**src/rtl/stream_stats_pkg.sv**
```systemverilog
// Shared types and width helpers for the stream statistics block.
package stream_stats_pkg;

  typedef enum logic [1:0] {
    ST_ACCUM  = 2'd0,
    ST_DIVIDE = 2'd1,
    ST_DONE   = 2'd2
  } state_e;

  function automatic int cnt_w(input int max_len);
    return $clog2(max_len + 1);
  endfunction

  function automatic int sum_w(input int data_w, input int max_len);
    return data_w + cnt_w(max_len);
  endfunction

endpackage

```
**src/rtl/stats_divider.sv**
```systemverilog
// Restoring divider: one quotient bit per cycle, SUM_W cycles per start.
module stats_divider #(
  parameter int SUM_W = 16,
  parameter int CNT_W = 8
) (
  input  logic             CLK,
  input  logic             RESET,
  input  logic             START,
  output logic             BUSY,
  output logic             DONE,
  input  logic [SUM_W-1:0] DIVIDEND,
  input  logic [CNT_W-1:0] DIVISOR,
  output logic [SUM_W-1:0] QUOT,
  output logic [CNT_W-1:0] REM
);

  localparam int IT_W = $clog2(SUM_W + 1);

  logic [SUM_W-1:0] quo_q, quo_d;
  logic [CNT_W-1:0] rem_q, rem_d;
  logic [CNT_W-1:0] dvs_q, dvs_d;
  logic [IT_W-1:0]  it_q, it_d;
  logic             busy_q, busy_d;
  logic             done_q, done_d;

  logic [CNT_W:0]   rem_sh;
  logic             ge;

  always_comb begin
    quo_d  = quo_q;
    rem_d  = rem_q;
    dvs_d  = dvs_q;
    it_d   = it_q;
    busy_d = busy_q;
    done_d = 1'b0;
    rem_sh = {rem_q, quo_q[SUM_W-1]};
    ge     = (rem_sh >= {1'b0, dvs_q});
    if (START) begin
      quo_d  = DIVIDEND;
      rem_d  = '0;
      dvs_d  = DIVISOR;
      it_d   = IT_W'(SUM_W);
      busy_d = 1'b1;
    end else if (busy_q) begin
      quo_d = {quo_q[SUM_W-2:0], ge};
      // true difference is below the divisor, so modular CNT_W math is exact
      rem_d = ge ? (rem_sh[CNT_W-1:0] - dvs_q)
                 : rem_sh[CNT_W-1:0];
      it_d  = it_q - 1'b1;
      if (it_q == IT_W'(1)) begin
        busy_d = 1'b0;
        done_d = 1'b1;
      end
    end
  end

  always_ff @(posedge CLK or posedge RESET) begin
    if (RESET) begin
      quo_q  <= '0;
      rem_q  <= '0;
      dvs_q  <= '0;
      it_q   <= '0;
      busy_q <= 1'b0;
      done_q <= 1'b0;
    end else begin
      quo_q  <= quo_d;
      rem_q  <= rem_d;
      dvs_q  <= dvs_d;
      it_q   <= it_d;
      busy_q <= busy_d;
      done_q <= done_d;
    end
  end

  assign QUOT = quo_q;
  assign REM  = rem_q;
  assign BUSY = busy_q;
  assign DONE = done_q;

endmodule

```
**src/rtl/stream_stats.sv**
```systemverilog
// Per-frame max/min/average of an unsigned sample stream.
module stream_stats
  import stream_stats_pkg::*;
#(
  parameter  int DATA_W  = 8,
  parameter  int MAX_LEN = 255,
  localparam int CNT_W   = cnt_w(MAX_LEN),
  localparam int SUM_W   = sum_w(DATA_W, MAX_LEN)
) (
  input  logic              CLK,
  input  logic              RESET,
  input  logic              IN_VALID,
  output logic              IN_READY,
  input  logic [DATA_W-1:0] IN_DATA,
  input  logic              IN_LAST,
  output logic              OUT_VALID,
  input  logic              OUT_READY,
  output logic [DATA_W-1:0] MAX,
  output logic [DATA_W-1:0] MIN,
  output logic [DATA_W-1:0] QUOTIENT,
  output logic [CNT_W-1:0]  REMAINDER,
  output logic [CNT_W-1:0]  COUNT,
  output logic              OVERFLOW
);

  state_e            state_q, state_d;
  logic              rdy_q;
  logic [SUM_W-1:0]  sum_q, sum_d;
  logic [CNT_W-1:0]  cnt_q, cnt_d;
  logic [DATA_W-1:0] max_q, max_d;
  logic [DATA_W-1:0] min_q, min_d;
  logic              ovf_q, ovf_d;
  logic [DATA_W-1:0] rmax_q, rmax_d;
  logic [DATA_W-1:0] rmin_q, rmin_d;
  logic [DATA_W-1:0] rquo_q, rquo_d;
  logic [CNT_W-1:0]  rrem_q, rrem_d;
  logic [CNT_W-1:0]  rcnt_q, rcnt_d;

  logic              xfer;
  logic [CNT_W-1:0]  cnt_inc;
  logic              cnt_full;
  logic              div_start;
  logic              div_busy;
  logic              div_done;
  logic [SUM_W-1:0]  div_quot;
  logic [CNT_W-1:0]  div_rem;
  logic              unused_div;

  // rdy_q keeps IN_READY low until the first edge after reset release
  assign IN_READY = rdy_q && (state_q == ST_ACCUM);
  assign xfer     = IN_VALID && IN_READY;
  assign cnt_inc  = cnt_q + CNT_W'(1);
  assign cnt_full = (cnt_inc == CNT_W'(MAX_LEN));

  always_comb begin
    state_d   = state_q;
    sum_d     = sum_q;
    cnt_d     = cnt_q;
    max_d     = max_q;
    min_d     = min_q;
    ovf_d     = ovf_q;
    rmax_d    = rmax_q;
    rmin_d    = rmin_q;
    rquo_d    = rquo_q;
    rrem_d    = rrem_q;
    rcnt_d    = rcnt_q;
    div_start = 1'b0;
    unique case (state_q)
      ST_ACCUM: begin
        if (xfer) begin
          sum_d = sum_q + {{CNT_W{1'b0}}, IN_DATA};
          cnt_d = cnt_inc;
          if (cnt_q == '0) begin
            max_d = IN_DATA;
            min_d = IN_DATA;
          end else begin
            if (IN_DATA > max_q) max_d = IN_DATA;
            if (IN_DATA < min_q) min_d = IN_DATA;
          end
          if (IN_LAST || cnt_full) begin
            state_d   = ST_DIVIDE;
            ovf_d     = !IN_LAST;
            div_start = 1'b1;
          end
        end
      end
      ST_DIVIDE: begin
        if (div_done) begin
          state_d = ST_DONE;
          rmax_d  = max_q;
          rmin_d  = min_q;
          rquo_d  = div_quot[DATA_W-1:0];
          rrem_d  = div_rem;
          rcnt_d  = cnt_q;
        end
      end
      ST_DONE: begin
        if (OUT_READY) begin
          state_d = ST_ACCUM;
          sum_d   = '0;
          cnt_d   = '0;
          ovf_d   = 1'b0;
        end
      end
      default: state_d = ST_ACCUM;
    endcase
  end

  always_ff @(posedge CLK or posedge RESET) begin
    if (RESET) begin
      state_q <= ST_ACCUM;
      rdy_q   <= 1'b0;
      sum_q   <= '0;
      cnt_q   <= '0;
      max_q   <= '0;
      min_q   <= '0;
      ovf_q   <= 1'b0;
      rmax_q  <= '0;
      rmin_q  <= '0;
      rquo_q  <= '0;
      rrem_q  <= '0;
      rcnt_q  <= '0;
    end else begin
      state_q <= state_d;
      rdy_q   <= 1'b1;
      sum_q   <= sum_d;
      cnt_q   <= cnt_d;
      max_q   <= max_d;
      min_q   <= min_d;
      ovf_q   <= ovf_d;
      rmax_q  <= rmax_d;
      rmin_q  <= rmin_d;
      rquo_q  <= rquo_d;
      rrem_q  <= rrem_d;
      rcnt_q  <= rcnt_d;
    end
  end

  stats_divider #(
    .SUM_W(SUM_W),
    .CNT_W(CNT_W)
  ) u_div (
    .CLK      (CLK),
    .RESET    (RESET),
    .START    (div_start),
    .BUSY     (div_busy),
    .DONE     (div_done),
    .DIVIDEND (sum_d),
    .DIVISOR  (cnt_d),
    .QUOT     (div_quot),
    .REM      (div_rem)
  );

  // average never exceeds MAX, so upper quotient bits are always zero
  assign unused_div = div_busy ^ (^div_quot[SUM_W-1:DATA_W]);

  assign OUT_VALID = (state_q == ST_DONE);
  assign MAX       = rmax_q;
  assign MIN       = rmin_q;
  assign QUOTIENT  = rquo_q;
  assign REMAINDER = rrem_q;
  assign COUNT     = rcnt_q;
  assign OVERFLOW  = ovf_q;

endmodule

```
**config.mk**
```make
export PLATFORM = sky130hd
export DESIGN_NAME = stream_stats
export DESIGN_NICKNAME = d
export VERILOG_FILES = /design/src/rtl/stream_stats_pkg.sv /design/src/rtl/stats_divider.sv /design/src/rtl/stream_stats.sv
export SDC_FILE = /design/constraint.sdc
export NUM_CORES = 1
export LEC_CHECK = 0
export CAP_MARGIN = 20
export CORE_UTILIZATION = 40
export CTS_CLUSTER_DIAMETER = 50
export DETAILED_ROUTE_END_ITERATION = 8
export GPL_ROUTABILITY_DRIVEN = 0
export PLACE_DENSITY = 0.61
export SYNTH_ARGS = -nofsm -noshare
export SYNTH_HDL_FRONTEND = slang
export SYNTH_HIERARCHICAL = 1
export SYNTH_SLANG_ARGS = --single-unit
export TNS_END_PERCENT = 1
```
**constraint.sdc**
```tcl
create_clock -name CLK -period 2.9 [get_ports CLK]
set_input_delay 0.87 -clock CLK [delete_from_list [all_inputs] [get_ports CLK]]
set_output_delay 0.87 -clock CLK [all_outputs]
set_load 0.03 [all_outputs]
```
==> qor.txt, run 1 <==
Vias/cell = 5.18
Fin util = 0.514
PortBufs = 55
CTS tree = done
Register area share after synthesis = 0.473
Hold slack = 0.475 ns
Largest net degree at the start of global routing = 67
Adder-Cell Fraction of Synth Area = 0.0754
Setup crit end kind = flop
Avg Cell Area, Syn = 10.5 um^2
Post-synth EDFFs = 0
Critical path required time = 3.23 ns
Static leakage = 3.74 nW
Synth Warn # = 6
Hold/Removal Path Class = reg2reg
Worst relative slew slack = 0.444
Per-cell routed wire length = 15.3 um
Initial antenna violation count = 0
Crit path kind = in2reg
Peak VDD IR = 647 uV
First DRT Iteration DRCs = 352
Hold_buf cts = 0
Sequential share of power = 0.315
Switch Pwr = 3.32 mW
Layout cells sized above 1 = 0.195
Clock tree buffer depth = 2
Instance count of the mapped netlist = 621
Reg clk slew, reported paths = 0.05 ns
Ports = 56
Multiplexer area fraction after synthesis = 0.0985
Pint = 5.66 mW
Yosys cell types = 76
Asr flop ratio synth = 1.00
Crit path DAT = 3.13 ns
Max-cap violations = 0
GRT met3 Usage = 0.0467
Simple-gate portion of the synthesized area = 0.125
Remaining Overflow, GRT = 0
Logic pwr share = 0.433
Die ar. = 16,800 um^2
Die width = 130 um
Clk pwr share = 0.251
Antenna diodes = 0
Switching share of power = 0.370
Syn_nets = 672
Final worst path period share = 0.963
Crit path max fanout = 5
Sinks on Clock Net = 123
Cell Pwr Density = 1100 nW/um^2
Vias in the first global route = 4,765
Die H = 130 um
RSZ-0062 raised after global routing = true
Largest family of logic cells by synthesized area = compound AO/OA/AOI/OAI gates
CTS H-tree depth = 4
Mapped cell area = 6500 um^2
Minimum clock period = 2.79 ns
Area Growth Syn to Fin = 25.5%
Worst-Skew Late Latency = 0.42 ns
Fin Clk Skew = 0.0149 ns
F_max = 358 MHz
Post-detail-place hpwl = 10.3 mm
Commonest non-fill, non-tap cell in the layout = dfrtp_1
Filler Cell Count = 1,396
Starting utilization of the core area = 0.409
Vias = 4,836
Global routing met1 resource utilization = 0.246
Final Hold Fails = 0
Post-DRT Antenna Nets = 0
Core Area = 15,900 um^2
Synth Flop Type = dfrtp_1
Final WL = 14.3 mm
DRC Markers = 0
Synth Area in XOR/XNOR = 0.0202
Complex-gate fraction of the synthesized area = 0.157
Critical Path Start Type = primary input
All-layer global routing usage = 0.185
Total power = 8.98 mW
Busiest grt layer = met2
Root buf cell = clkbuf_16
Num CTS Buffers = 17
Most frequent cells in the layout = 123 x dfrtp_1, 68 x nand2_1, 64 x o21ai_0
First-pass GRT wire length = 24.0 mm
Final setup fails = 0
# nets final = 757
Slew Viols, Final = 0
Drt first pass iters = 4
# rows = 46
Grt met2 use = 0.290
Status = finished clean
Synth Register Bits = 123
Worst Max-Slew Pin Slew = 0.835 ns
-- area by class of cell --
| cell class | count | area (um^2) | share of cell area |
|---|---|---|---|
| clock buffers | 24 | 502 | 0.0614 |
| clock inverters | 7 | 135 | 0.0165 |
| inverters | 37 | 143 | 0.0175 |
| multi-input cells | 430 | 3130 | 0.384 |
| flip-flops and latches | 123 | 3080 | 0.377 |
| well taps | 216 | 270 | 0.0331 |
| repair buffers | 97 | 906 | 0.111 |
-- registers in the layout, indices dropped and copies added, names as in the netlist, 5 cells and up --
register / flops
sum_q: 16
u_div/QUOT: 16
COUNT: 8
MAX: 8
MIN: 8
QUOTIENT: 8
REMAINDER: 8
cnt_q: 8
max_q: 8
min_q: 8
u_div/REM: 8
u_div/dvs_q: 8
u_div/it_q: 5
-- synthesized netlist by cell type, types with 2 or more instances --
master	count	area share
a211oi_1	2	0.0023
o211ai_1	4	0.0046
a211o_1	5	0.0067
nor3_1	4	0.0031
nor4_1	2	0.0019
mux2i_1	19	0.029
buf_2	7	0.0054
a31oi_1	5	0.0048
o21ai_2	3	0.0040
a22o_1	3	0.0040
a311oi_1	6	0.0081
o31ai_1	2	0.0023
inv_1	37	0.021
nand2b_1	8	0.0077
dfrtp_1	123	0.47
and3_1	4	0.0038
nand4b_1	2	0.0027
fa_1	2	0.0062
xnor2_1	7	0.0094
xor2_1	8	0.011
buf_6	6	0.010
nor2b_1	3	0.0029
a21o_1	8	0.0092
nand3b_1	3	0.0035
nand3_1	20	0.015
mux2_2	40	0.069
nand2_1	68	0.039
nand4_1	5	0.0048
ha_1	36	0.069
a21oi_1	24	0.018
o21ai_0	65	0.050
clkbuf_1	13	0.0075
nor2_1	32	0.018
nor3b_1	3	0.0035
-- power groups by stage --
stage / Sequential, mW / Clock [mW] / Combinational [mW]
after floorplan: 2.96 / 0 / 2.62
after global placement: 2.83 / 0 / 3.71
after detailed placement: 2.85 / 0 / 3.83
after CTS: 2.83 / 2.30 / 3.91
after global routing: 2.92 / 2.38 / 4.30
final: 2.83 / 2.26 / 3.89
-- cell families (layout without fill, tap and decap cells) --
logic type,after synthesis,in the layout
xor+xnor,15,15
mux,59,59
flops,123,123
compound gates,151,151
simple gates,166,166
buf+inv,68,165
fa+ha+maj,38,38
other cells,1,1
-- routing by layer --
layer / part of all wire / vias up
li1: - / 2373
met3: 0.034 / 10
met5: 0 / -
met2: 0.48 / 95
met4: 0.012 / 0
met1: 0.47 / 2358
-- timing repair --
item | in CTS | in global routing
gates resized for setup | 3 | 4
pin swaps | 3 | 1
setup buffers | 2 | 2
endpoints found under the setup margin | 4 | 7
-- through the flow --
| step | std cells | setup WS [ns] | TNS, ns | instance area, um^2 |
|---|---|---|---|---|
| floorplan | 621 | 0.154 | 0 | 6510 |
| global placement | 899 | -0.443 | -6.81 | 7480 |
| detailed placement | 899 | -0.497 | -8.30 | 7480 |
| CTS | 932 | 0.0300 | 0 | 8140 |
| global route | 934 | -0.00134 | -0.00134 | 8170 |
| finish | 934 | 0.109 | 0 | 8170 |
-- path summary, 6_finish.rpt --
check	slack (ns)	to	depth (start not counted)	startpoint
max	0.11	u_div/QUOT[12]$_DFFE_PP0P_	11	IN_DATA[0]
min	0.47	MAX[2]$_DFFE_PP0P_	2	MAX[2]$_DFFE_PP0P_
max reg2reg	0.30	u_div/QUOT[0]$_DFFE_PP0P_	10	cnt_q[0]$_DFF_PP0_
min reg2reg	0.47	MAX[2]$_DFFE_PP0P_	2	MAX[2]$_DFFE_PP0P_
max in group asynchronous	1.57	u_div/QUOT[14]$_DFFE_PP0P_	3	RESET
min in group asynchronous	0.90	REMAINDER[4]$_DFFE_PP0P_	3	RESET
-- worst max-delay path: stages --
cell             delay, ns
clkdlybuf4s50_1       0.43
ha_2                  0.21
fa_2                  0.35
a211oi_2              0.22
o21ai_1               0.11
o311a_1               0.38
nand3_1               0.14
a21oi_1               0.08
mux2i_1               0.18
nand2_1               0.08
o21ai_0               0.07
Power figures use the tool's default switching activity.
==> run 2: changes to the inputs <==
PLACE_DENSITY = 0.73   (was 0.61)
==> qor.txt, run 2 (synthesized netlist as in run 1, its figures left out) <==
Static leakage = 3.68 nW
Final Hold Fails = 0
Clk pwr share = 0.222
Post-detail-place hpwl = 10.6 mm
Worst-Skew Late Latency = 0.42 ns
Core Area = 15,900 um^2
Drt first pass iters = 5
Minimum clock period = 2.78 ns
Most used cell, CP = nand2_1
Worst Path Buf+Inv = 1
Per-cell routed wire length = 15.8 um
Non-Filler Instances = 936
Most frequent cells in the layout = 122 x dfrtp_1, 68 x nand2_1, 63 x o21ai_0
CP max stage cell = clkdlybuf4s50_1
Peak VDD IR = 571 uV
Ports = 56
Commonest non-fill, non-tap cell in the layout = dfrtp_1
Layout cells sized above 1 = 0.200
Dpl cell area = 7480 um^2
Vias = 5,029
Initial antenna violation count = 0
Die H = 130 um
Sequential share of power = 0.325
Die ar. = 16,800 um^2
Post-placement cell count = 903
Critical Path Start Type = primary input
Final WL = 14.8 mm
Starting utilization of the core area = 0.409
First DRT Iteration DRCs = 366
# nets final = 759
Hold_buf cts = 0
Hold slack = 0.477 ns
Max-cap violations = 0
Crit path max fanout = 4
Post-DRT Antenna Nets = 0
Area Growth Syn to Fin = 24.0%
PortBufs = 55
Switching share of power = 0.389
Vias in the first global route = 5,087
Hold/Removal Path Class = reg2reg
Switch Pwr = 3.39 mW
Worst Max-Slew Pin Slew = 0.620 ns
Final worst path period share = 0.960
Clock tree buffer depth = 2
Pint = 5.32 mW
CTS H-tree depth = 4
Total power = 8.71 mW
# rows = 46
Status = finished clean
Reg clk slew, reported paths = 0.05 ns
Sinks on Clock Net = 123
Worst-path cell chain = clkdlybuf4s50_1 > ha_1 > a21oi_1 > nand2_1 > a41oi_2 > o31ai_4 > a211o_1 > a31oi_1 > nand2_1 > o21ai_0
Fin Clk Skew = 0.0119 ns
Setup crit end kind = flop
Critical path required time = 3.22 ns
Root buf cell = clkbuf_16
Die width = 130 um
Final setup fails = 0
Largest net degree at the start of global routing = 69
Logic pwr share = 0.453
Slew Viols, Final = 0
Vias/cell = 5.37
Crit-path leading delay family = compound AO/OA/AOI/OAI gates
Crit path kind = in2reg
F_max = 359 MHz
Largest stage delay, worst path = 0.47 ns
Cell Pwr Density = 1080 nW/um^2
Filler Cell Count = 1,419
All-layer global routing usage = 0.193
Num CTS Buffers = 17
Crit path DAT = 3.10 ns
Remaining Overflow, GRT = 0
Antenna diodes = 0
DRC Markers = 0
CTS tree = done
First-pass GRT wire length = 25.1 mm
Post-Layout Inst Area = 8070 um^2
Worst relative slew slack = 0.587
-- run 2: final timing paths --
path / to / slack [ns] / start / depth (start not counted)
hold / removal: MIN[4]$_DFFE_PP0P_ / 0.48 / MIN[4]$_DFFE_PP0P_ / 2
min in group asynchronous: REMAINDER[3]$_DFFE_PP0P_ / 0.79 / RESET / 2
max in group asynchronous: state_q[1]$_DFFE_PP0P_ / 1.48 / RESET / 3
setup / recovery: u_div/QUOT[11]$_DFFE_PP0P_ / 0.12 / IN_DATA[4] / 10
setup reg to reg: u_div/QUOT[11]$_DFFE_PP0P_ / 0.22 / cnt_q[0]$_DFF_PP0_ / 9
hold reg to reg: MIN[4]$_DFFE_PP0P_ / 0.48 / MIN[4]$_DFFE_PP0P_ / 2
-- run 2: what timing repair did --
action | 4_1_cts | 5_1_grt
gates resized for setup | 6 | 4
pin swaps | 4 | 2
setup endpoints to repair | 2 | 8
setup buffers | 1 | 1
-- run 2: metrics by stage --
| step | TNS [ns] | util | worst slack, ns |
|---|---|---|---|
| 2_1_floorplan | 0 | - | 0.154 |
| 3_3_place_gp | -6.23 | 0.471 | -0.392 |
| 3_5_place_dp | -8.18 | 0.471 | -0.497 |
| 4_1_cts | 0 | 0.506 | 0.0110 |
| 5_1_grt | -0.00645 | 0.508 | -0.00645 |
| 6_report | 0 | 0.508 | 0.115 |
-- run 2: cell type report --
| type | count | area [um^2] | share of cell area |
|---|---|---|---|
| clock buffer | 22 | 464 | 0.0575 |
| clock inverter | 9 | 72.6 | 0.00899 |
| sequential | 123 | 3080 | 0.382 |
| tap | 216 | 270 | 0.0335 |
| timing repair buffer | 99 | 893 | 0.111 |
| multi-input combinational | 430 | 3150 | 0.390 |
| inverter | 37 | 143 | 0.0177 |
-- run 2: power groups by stage --
stage | sequential, mW | clock [mW] | combinational [mW]
2_1_floorplan | 2.96 | 0 | 2.62
3_3_place_gp | 2.81 | 0 | 3.70
3_5_place_dp | 2.85 | 0 | 3.87
4_1_cts | 2.83 | 1.97 | 3.92
5_1_grt | 2.92 | 2.06 | 4.32
6_report | 2.84 | 1.93 | 3.95
-- run 2: worst register-to-register path, cell delays in order (launching register included) --
cell and delay [ns]:
dfrtp_1 0.44, ha_1 0.26, and3_1 0.23, nand3_1 0.15, nor3b_1 0.23, a31oi_1 0.12
o31ai_4 0.52, buf_4 0.34, buf_4 0.17, o21ai_0 0.10
-- run 2: routing by layer --
| layer | vias up | wire length [um] | track usage |
|---|---|---|---|
| li1 | 2385 | - | - |
| met1 | 2474 | 6610 | 0.245 |
| met2 | 145 | 7200 | 0.318 |
| met3 | 25 | 766 | 0.0495 |
| met4 | 0 | 227 | 0.0725 |
| met5 | - | 0 | 0 |
